**config.mk**
```make
export PLATFORM = sky130hd
export DESIGN_NAME = alu_seq_ctrl
export DESIGN_NICKNAME = d
export VERILOG_FILES = /design/src/rtl/alu_seq_ctrl.sv
export SDC_FILE = /design/constraint.sdc
export NUM_CORES = 1
export LEC_CHECK = 0
export CELL_PAD_IN_SITES_DETAIL_PLACEMENT = 1
export CELL_PAD_IN_SITES_GLOBAL_PLACEMENT = 1
export CORE_ASPECT_RATIO = 1.5
export CORE_MARGIN = 8
export CORE_UTILIZATION = 47
export CTS_BUF_LIST = sky130_fd_sc_hd__clkbuf_4 sky130_fd_sc_hd__clkbuf_8
export DETAILED_ROUTE_END_ITERATION = 7
export PLACE_DENSITY = 0.87
export RECOVER_POWER = 100
export SYNTH_ARGS = -nofsm -noshare
export SYNTH_HDL_FRONTEND = slang
export SYNTH_SLANG_ARGS = --single-unit
```
**constraint.sdc**
```tcl
create_clock -name clk -period 6.1 [get_ports clk]
set_clock_uncertainty 0.15 [all_clocks]
set_input_delay 1.22 -clock clk [delete_from_list [all_inputs] [get_ports clk]]
set_output_delay 1.22 -clock clk [all_outputs]
set_load 0.1 [all_outputs]
```
**src/rtl/alu_seq_ctrl.sv**
```systemverilog
// Command sequencer for the shared 8-bit ALU: folds operand streams through the
// external ALU (ADD/SUB/MUL/DIV) or computes MEAN locally with a serial divider.
package alu_pkg;
  localparam int INT_WIDTH      = 8;
  localparam int NUM_WORD_WIDTH = 10;
  localparam int SUM_WIDTH      = 18;

  typedef logic [INT_WIDTH-1:0] uint_t;

  typedef struct packed {
    logic  vld;
    uint_t data;
  } uint_vld_t;

  typedef enum logic [2:0] {
    ALU_ADD  = 3'd0,
    ALU_SUB  = 3'd1,
    ALU_MUL  = 3'd2,
    ALU_DIV  = 3'd3,
    ALU_MEAN = 3'd4
  } ALU_OP_E;

  // op is a raw field so that undefined opcodes can be presented and rejected
  typedef struct packed {
    logic                      vld;
    logic [2:0]                op;
    logic [NUM_WORD_WIDTH-1:0] num_words;
  } alu_cmd_t;

  typedef enum logic [2:0] {
    S_IDLE     = 3'd0,
    S_LOAD     = 3'd1,
    S_FETCH    = 3'd2,
    S_ALU_WAIT = 3'd3,
    S_MDIV     = 3'd4,
    S_DONE     = 3'd5
  } seq_state_e;
endpackage

module alu_seq_ctrl
  import alu_pkg::*;
(
  input  logic       clk,
  input  logic       rst,
  input  alu_cmd_t   cmd_i,
  output logic       cmd_rdy_o,
  input  uint_vld_t  data_i,
  output logic       data_rdy_o,
  output logic       alu_req_o,
  output ALU_OP_E    alu_op_o,
  output uint_t      alu_a_o,
  output uint_t      alu_b_o,
  input  logic       alu_ack_i,
  input  uint_t      alu_res_i,
  output uint_vld_t  res_o,
  output logic       err_o,
  output logic       busy_o,
  output seq_state_e state_o
);

  localparam int                      DIV_ITERS = SUM_WIDTH;
  localparam logic [4:0]              DIV_LAST  = 5'(DIV_ITERS - 1);
  localparam logic [NUM_WORD_WIDTH-1:0] ONE_WORD = NUM_WORD_WIDTH'(1);

  seq_state_e state, state_nxt;

  logic [2:0]                op_q;
  logic [NUM_WORD_WIDTH-1:0] n_q;
  logic [NUM_WORD_WIDTH-1:0] cnt_q;
  uint_t                     acc_q;
  uint_t                     b_q;
  logic                      err_q;
  logic [SUM_WIDTH-1:0]      sum_q;
  logic [SUM_WIDTH-1:0]      div_q;
  logic [NUM_WORD_WIDTH-1:0] rem_q;
  logic [4:0]                it_q;

  logic                      cmd_fire, data_fire, ack_fire;
  logic                      cmd_bad, is_mean, fetch_last, alu_last;
  logic [SUM_WIDTH-1:0]      sum_nxt;
  logic [NUM_WORD_WIDTH:0]   rem_sh, rem_diff;
  logic                      rem_ge;
  logic [NUM_WORD_WIDTH-1:0] rem_step;
  logic [SUM_WIDTH-1:0]      q_step;

  // Handshakes: a transfer happens in a cycle where the producer's valid and the
  // consumer's ready are both high; ready never depends on valid, and reset
  // forces every ready/request low in the same cycle.
  assign cmd_fire  = cmd_i.vld && (state == S_IDLE) && !rst;
  assign data_fire = data_i.vld && ((state == S_LOAD) || (state == S_FETCH)) && !rst;
  assign ack_fire  = alu_ack_i && (state == S_ALU_WAIT) && !rst;

  assign cmd_bad    = (cmd_i.num_words == '0) || (cmd_i.op > 3'(ALU_MEAN));
  assign is_mean    = (op_q == 3'(ALU_MEAN));
  assign fetch_last = ((cnt_q + ONE_WORD) == n_q);
  assign alu_last   = (cnt_q == n_q);

  assign sum_nxt = (state == S_LOAD)
                 ? {{(SUM_WIDTH-INT_WIDTH){1'b0}}, data_i.data}
                 : sum_q + {{(SUM_WIDTH-INT_WIDTH){1'b0}}, data_i.data};

  // Restoring divider step. The partial remainder stays below n, so the
  // borrow out of the trial subtraction alone decides the quotient bit.
  assign rem_sh   = {rem_q, div_q[SUM_WIDTH-1]};
  assign rem_diff = rem_sh - {1'b0, n_q};
  assign rem_ge   = ~rem_diff[NUM_WORD_WIDTH];
  assign rem_step = rem_ge ? rem_diff[NUM_WORD_WIDTH-1:0] : rem_sh[NUM_WORD_WIDTH-1:0];
  assign q_step   = {div_q[SUM_WIDTH-2:0], rem_ge};

  always_ff @(posedge clk) begin
    if (rst) state <= S_IDLE;
    else     state <= state_nxt;
  end

  always_comb begin
    state_nxt  = state;
    cmd_rdy_o  = 1'b0;
    data_rdy_o = 1'b0;
    alu_req_o  = 1'b0;
    alu_op_o   = ALU_OP_E'(op_q);
    alu_a_o    = acc_q;
    alu_b_o    = b_q;
    res_o      = '0;
    err_o      = 1'b0;
    busy_o     = 1'b1;
    case (state)
      S_IDLE: begin
        busy_o    = 1'b0;
        cmd_rdy_o = 1'b1;
        if (cmd_fire) state_nxt = cmd_bad ? S_DONE : S_LOAD;
      end
      S_LOAD: begin
        data_rdy_o = 1'b1;
        if (data_fire) begin
          if (n_q == ONE_WORD) state_nxt = is_mean ? S_MDIV : S_DONE;
          else                 state_nxt = S_FETCH;
        end
      end
      S_FETCH: begin
        data_rdy_o = 1'b1;
        if (data_fire) begin
          if (!is_mean)        state_nxt = S_ALU_WAIT;
          else if (fetch_last) state_nxt = S_MDIV;
        end
      end
      S_ALU_WAIT: begin
        alu_req_o = 1'b1;
        if (ack_fire) state_nxt = alu_last ? S_DONE : S_FETCH;
      end
      S_MDIV: begin
        if (it_q == DIV_LAST) state_nxt = S_DONE;
      end
      S_DONE: begin
        res_o.vld  = 1'b1;
        res_o.data = acc_q;
        err_o      = err_q;
        state_nxt  = S_IDLE;
      end
      default: state_nxt = S_IDLE;
    endcase
    // Reset overrides the registered state so outputs drop in the reset cycle itself
    if (rst) begin
      cmd_rdy_o  = 1'b0;
      data_rdy_o = 1'b0;
      alu_req_o  = 1'b0;
      alu_op_o   = ALU_ADD;
      alu_a_o    = '0;
      alu_b_o    = '0;
      res_o      = '0;
      err_o      = 1'b0;
      busy_o     = 1'b0;
    end
  end

  always_ff @(posedge clk) begin
    if (rst) begin
      op_q  <= '0;
      n_q   <= '0;
      cnt_q <= '0;
      acc_q <= '0;
      b_q   <= '0;
      err_q <= 1'b0;
      sum_q <= '0;
      div_q <= '0;
      rem_q <= '0;
      it_q  <= '0;
    end else begin
      case (state)
        S_IDLE: begin
          if (cmd_fire) begin
            op_q  <= cmd_i.op;
            n_q   <= cmd_i.num_words;
            cnt_q <= '0;
            acc_q <= '0;
            err_q <= cmd_bad;
          end
        end
        S_LOAD: begin
          if (data_fire) begin
            acc_q <= data_i.data;
            cnt_q <= ONE_WORD;
            sum_q <= sum_nxt;
            div_q <= sum_nxt;
            rem_q <= '0;
            it_q  <= '0;
          end
        end
        S_FETCH: begin
          if (data_fire) begin
            cnt_q <= cnt_q + ONE_WORD;
            b_q   <= data_i.data;
            sum_q <= sum_nxt;
            div_q <= sum_nxt;
            rem_q <= '0;
            it_q  <= '0;
          end
        end
        S_ALU_WAIT: begin
          if (ack_fire) acc_q <= alu_res_i;
        end
        S_MDIV: begin
          rem_q <= rem_step;
          div_q <= q_step;
          it_q  <= it_q + 5'd1;
          // quotient of an 8-bit mean never exceeds 255, so the low byte is exact
          if (it_q == DIV_LAST) acc_q <= q_step[INT_WIDTH-1:0];
        end
        default: ;
      endcase
    end
  end

  assign state_o = state;

endmodule
```
==> reports/qor.yml <==
routing:
  drc: 0
  drt-pass1-iter-count: 4
  wl_per_cell_um: 20.4
  via_per_inst: 6.04
  vias: 5527
  antenna_left: 0
  drtIter0Drc: 196
  routed_wl_mm: 18.7
sta:
  layout_worst_path_cycle_share_pct: 83.1
  final-setup-viol-count: 0
  drv_slew: 20
  period_needed_ns: 5.07
  hold_violations: 0
  tightest_slew_ns: 1.67
  setup_ws_ns: 1.03
  fmax_mhz: 197
  maxSlewHeadroom_pct: -12.0
  grt_setup_unrepaired: "no"
  fin_tns_setup_ns: 0
setup_path:
  path_max_fanout: 41
  r2r_cells: 6
  endpoint_kind: "register"
  critPathSlowestCell: "a21boi_0"
  crit_buf_inv: 1
  path_cells: "buf_2 > nor2_1 > nand3_1 > o22a_1 > a21boi_0 > mux2_2"
  crit_family: "compound AO/OA/AOI/OAI gates"
  startpoint_type: "input port"
  crit_arrival_ns: 5.18
  critPathKind: "in2reg"
  cp_data_required_time_ns: 6.22
  max_stage_delay_ns: 1.28
  crit_cells: 6
synth:
  netlist_area_um2: 5730
  synth_edf_count: 0
  async_flop_share_pct: 0
  synthCells: 711
  ys_seq_elements: 94
  synth_top_area_share_pct: 32.9
  synth_commonest_cells: "94 x dfxtp_1, 87 x nand2_1, 63 x a21oi_1, 56 x nor2_1"
  synth.most_common_cell: "dfxtp_1"
  synth_nets: 768
  avgSynthCellArea_um2: 8.05
  synthTopCellsByArea: "dfxtp_1 33%, nand2_1 5.7%, a21oi_1 5.5%"
  synthFlopType: "dfxtp_1"
  synth_cell_types: 68
  seq_area_frac_synth_pct: 32.9
  yosys_warnings: 0
  yosysTopAreaCell: "dfxtp_1"
placed_design:
  place_area_um2: 6450
  dp_cells: 901
  dp_hpwl_mm: 14.2
  portBuffers: 69
  place.gp.congestion: 0.873
  dp_slack_ns: 1.38
cts:
  cts_setup_buffers: 0
  hold_buffers: 0
  root_buffer: "clkbuf_8"
  htree_levels: 3
  cts_sinks: 94
  numCtsBuffers: 9
  tritoncts: "done"
  clk_pin_slew_ns: 0.09
  clkLatencyLatePin_ns: 0.38
  post_cts_resized: 0
  clockBufferDepth: 2
power_and_ir_drop:
  total_power_w: 0.00248
  power-per-cell-area_nw_per_um2: 379
  ir_drop_uv: 139
  power.leakage_nw: 2.49
outcome:
  status: "finished with violations"
  failed_checks: "max-capacitance violations, max-slew violations"
floorplan:
  dieArea_um2: 16000
  core_um2: 12000
  rows: 49
  die_h_um: 151
  fp.dieW_um: 106
  ioPinCount: 70
  start_util_pct: 47.9
grt:
  grt_remaining_overflow: 0
  grt_pass1_vias: 6063
  grt_usage_pct: 23.6
  antenna_found_initial: 1
  grt_max_degree: 42
  grt_pass1_wl_mm: 30.4
final_layout:
  drive_gt1_share_pct: 6.96
  nNetsFinal: 816
  final_cell_area_um2: 6560
  layout.cells.non_filler: 915
  areaGrowthSynthToFinish_pct: 14.6
hold_path:
  hold_depth: 2
  hp-class: "reg2reg"
job:
  maxCapViolCount: 2
[where the power goes]
group | switching (W) | internal, W
Sequential | 0.0000781 | 0.000686
Combinational | 0.000859 | 0.000474
Clock | 0.000218 | 0.000169
[per-layer routing]
metal | global-route usage (%) | routed length [um] | up-vias
met3 | 3.32 | 549 | 70
met4 | 16.7 | 1130 | 0
met1 | 23.5 | 7120 | 2721
met5 | 0 | 0 | -
met2 | 44.0 | 9860 | 118
li1 | - | - | 2618
[through the flow]
step	util, %	hold slack [ns]
2_1_floorplan	-	0.282
3_3_place_gp	54.0	0.290
3_5_place_dp	54.0	0.296
4_1_cts	55.4	0.308
5_1_grt	54.9	0.325
6_report	54.9	0.309
[placed cells by master (no fill, tap or decap), types with 3 or more instances in the layout]
cell type and n:
a21oi_1 63, and3_1 16, o22ai_1 9, buf_4 15, clkdlybuf4s50_1 30, mux2i_1 11, a41oi_1 3, mux2_2 16
nor3_1 13, a21o_1 5, and2_1 13, dlygate4sd3_1 28, a22o_1 3, ha_1 21, xnor2_1 29, nand3_1 24
a22oi_1 5, a31oi_1 16, nand4_1 11, nor4_1 9, mux2_1 3, nor2b_1 23, o21a_1 8, nor2_1 57
dfxtp_1 94, xor2_1 13, o21ai_0 29, nand3b_1 4, nand2b_1 9, nand2_1 87, or3_1 6, clkbuf_8 11
o31ai_1 11, inv_1 21
[registers in the layout (all words and copies together) (netlist names)]
name	flops
div_q	18
acc_q	8
n_q	10
state_o	3
sum_q	18
cnt_q	10
b_q	8
it_q	5
err_q	1
rem_q	10
op_q	3
[area by class of cell]
cell class / instances / area, um^2
Clock buffer: 12 / 159
Clock inverter: 1 / 7.51
Antenna cell: 1 / 2.50
Timing Repair Buffer: 76 / 706
Fill cell: 1503 / 5400
Sequential cell: 94 / 1880
Inverter: 21 / 78.8
Multi-Input combinational cell: 557 / 3530
Tap cell: 153 / 191
[worst reg2reg max path, delay by kind of cell (launching register included)]
kind | cells | cell delay, ns
AO/OA/AOI/OAI | 2 | 1.87
XOR/XNOR | 1 | 0.23
buffers and inverters | 1 | 0.31
flip-flops | 1 | 0.33
multiplexers | 1 | 0.44
AND/OR/NAND/NOR | 1 | 0.98
[final timing paths]
path,start,to,slack (ns)
max,rst,acc_q[3],1.03
min,b_q[6],b_q[6],0.31
max reg2reg,state_o[0],acc_q[3],1.69
min reg2reg,b_q[6],b_q[6],0.31
[logic make-up (layout without fill, tap and decap cells)]
family                     Yosys count  after routing  synth area share (%)
other                                0              1                     0
xor gates and xnor gates            43             43                  6.71
DFF                                 94             94                  32.9
buffers and inverters               60            110                  4.46
AOI/OAI and AO/OA                  176            176                  20.1
muxes                               30             30                  5.66
adders and majority gates           23             23                  5.29
and+or+nand+nor                    285            285                  25.0
Power figures use the tool's default switching activity.
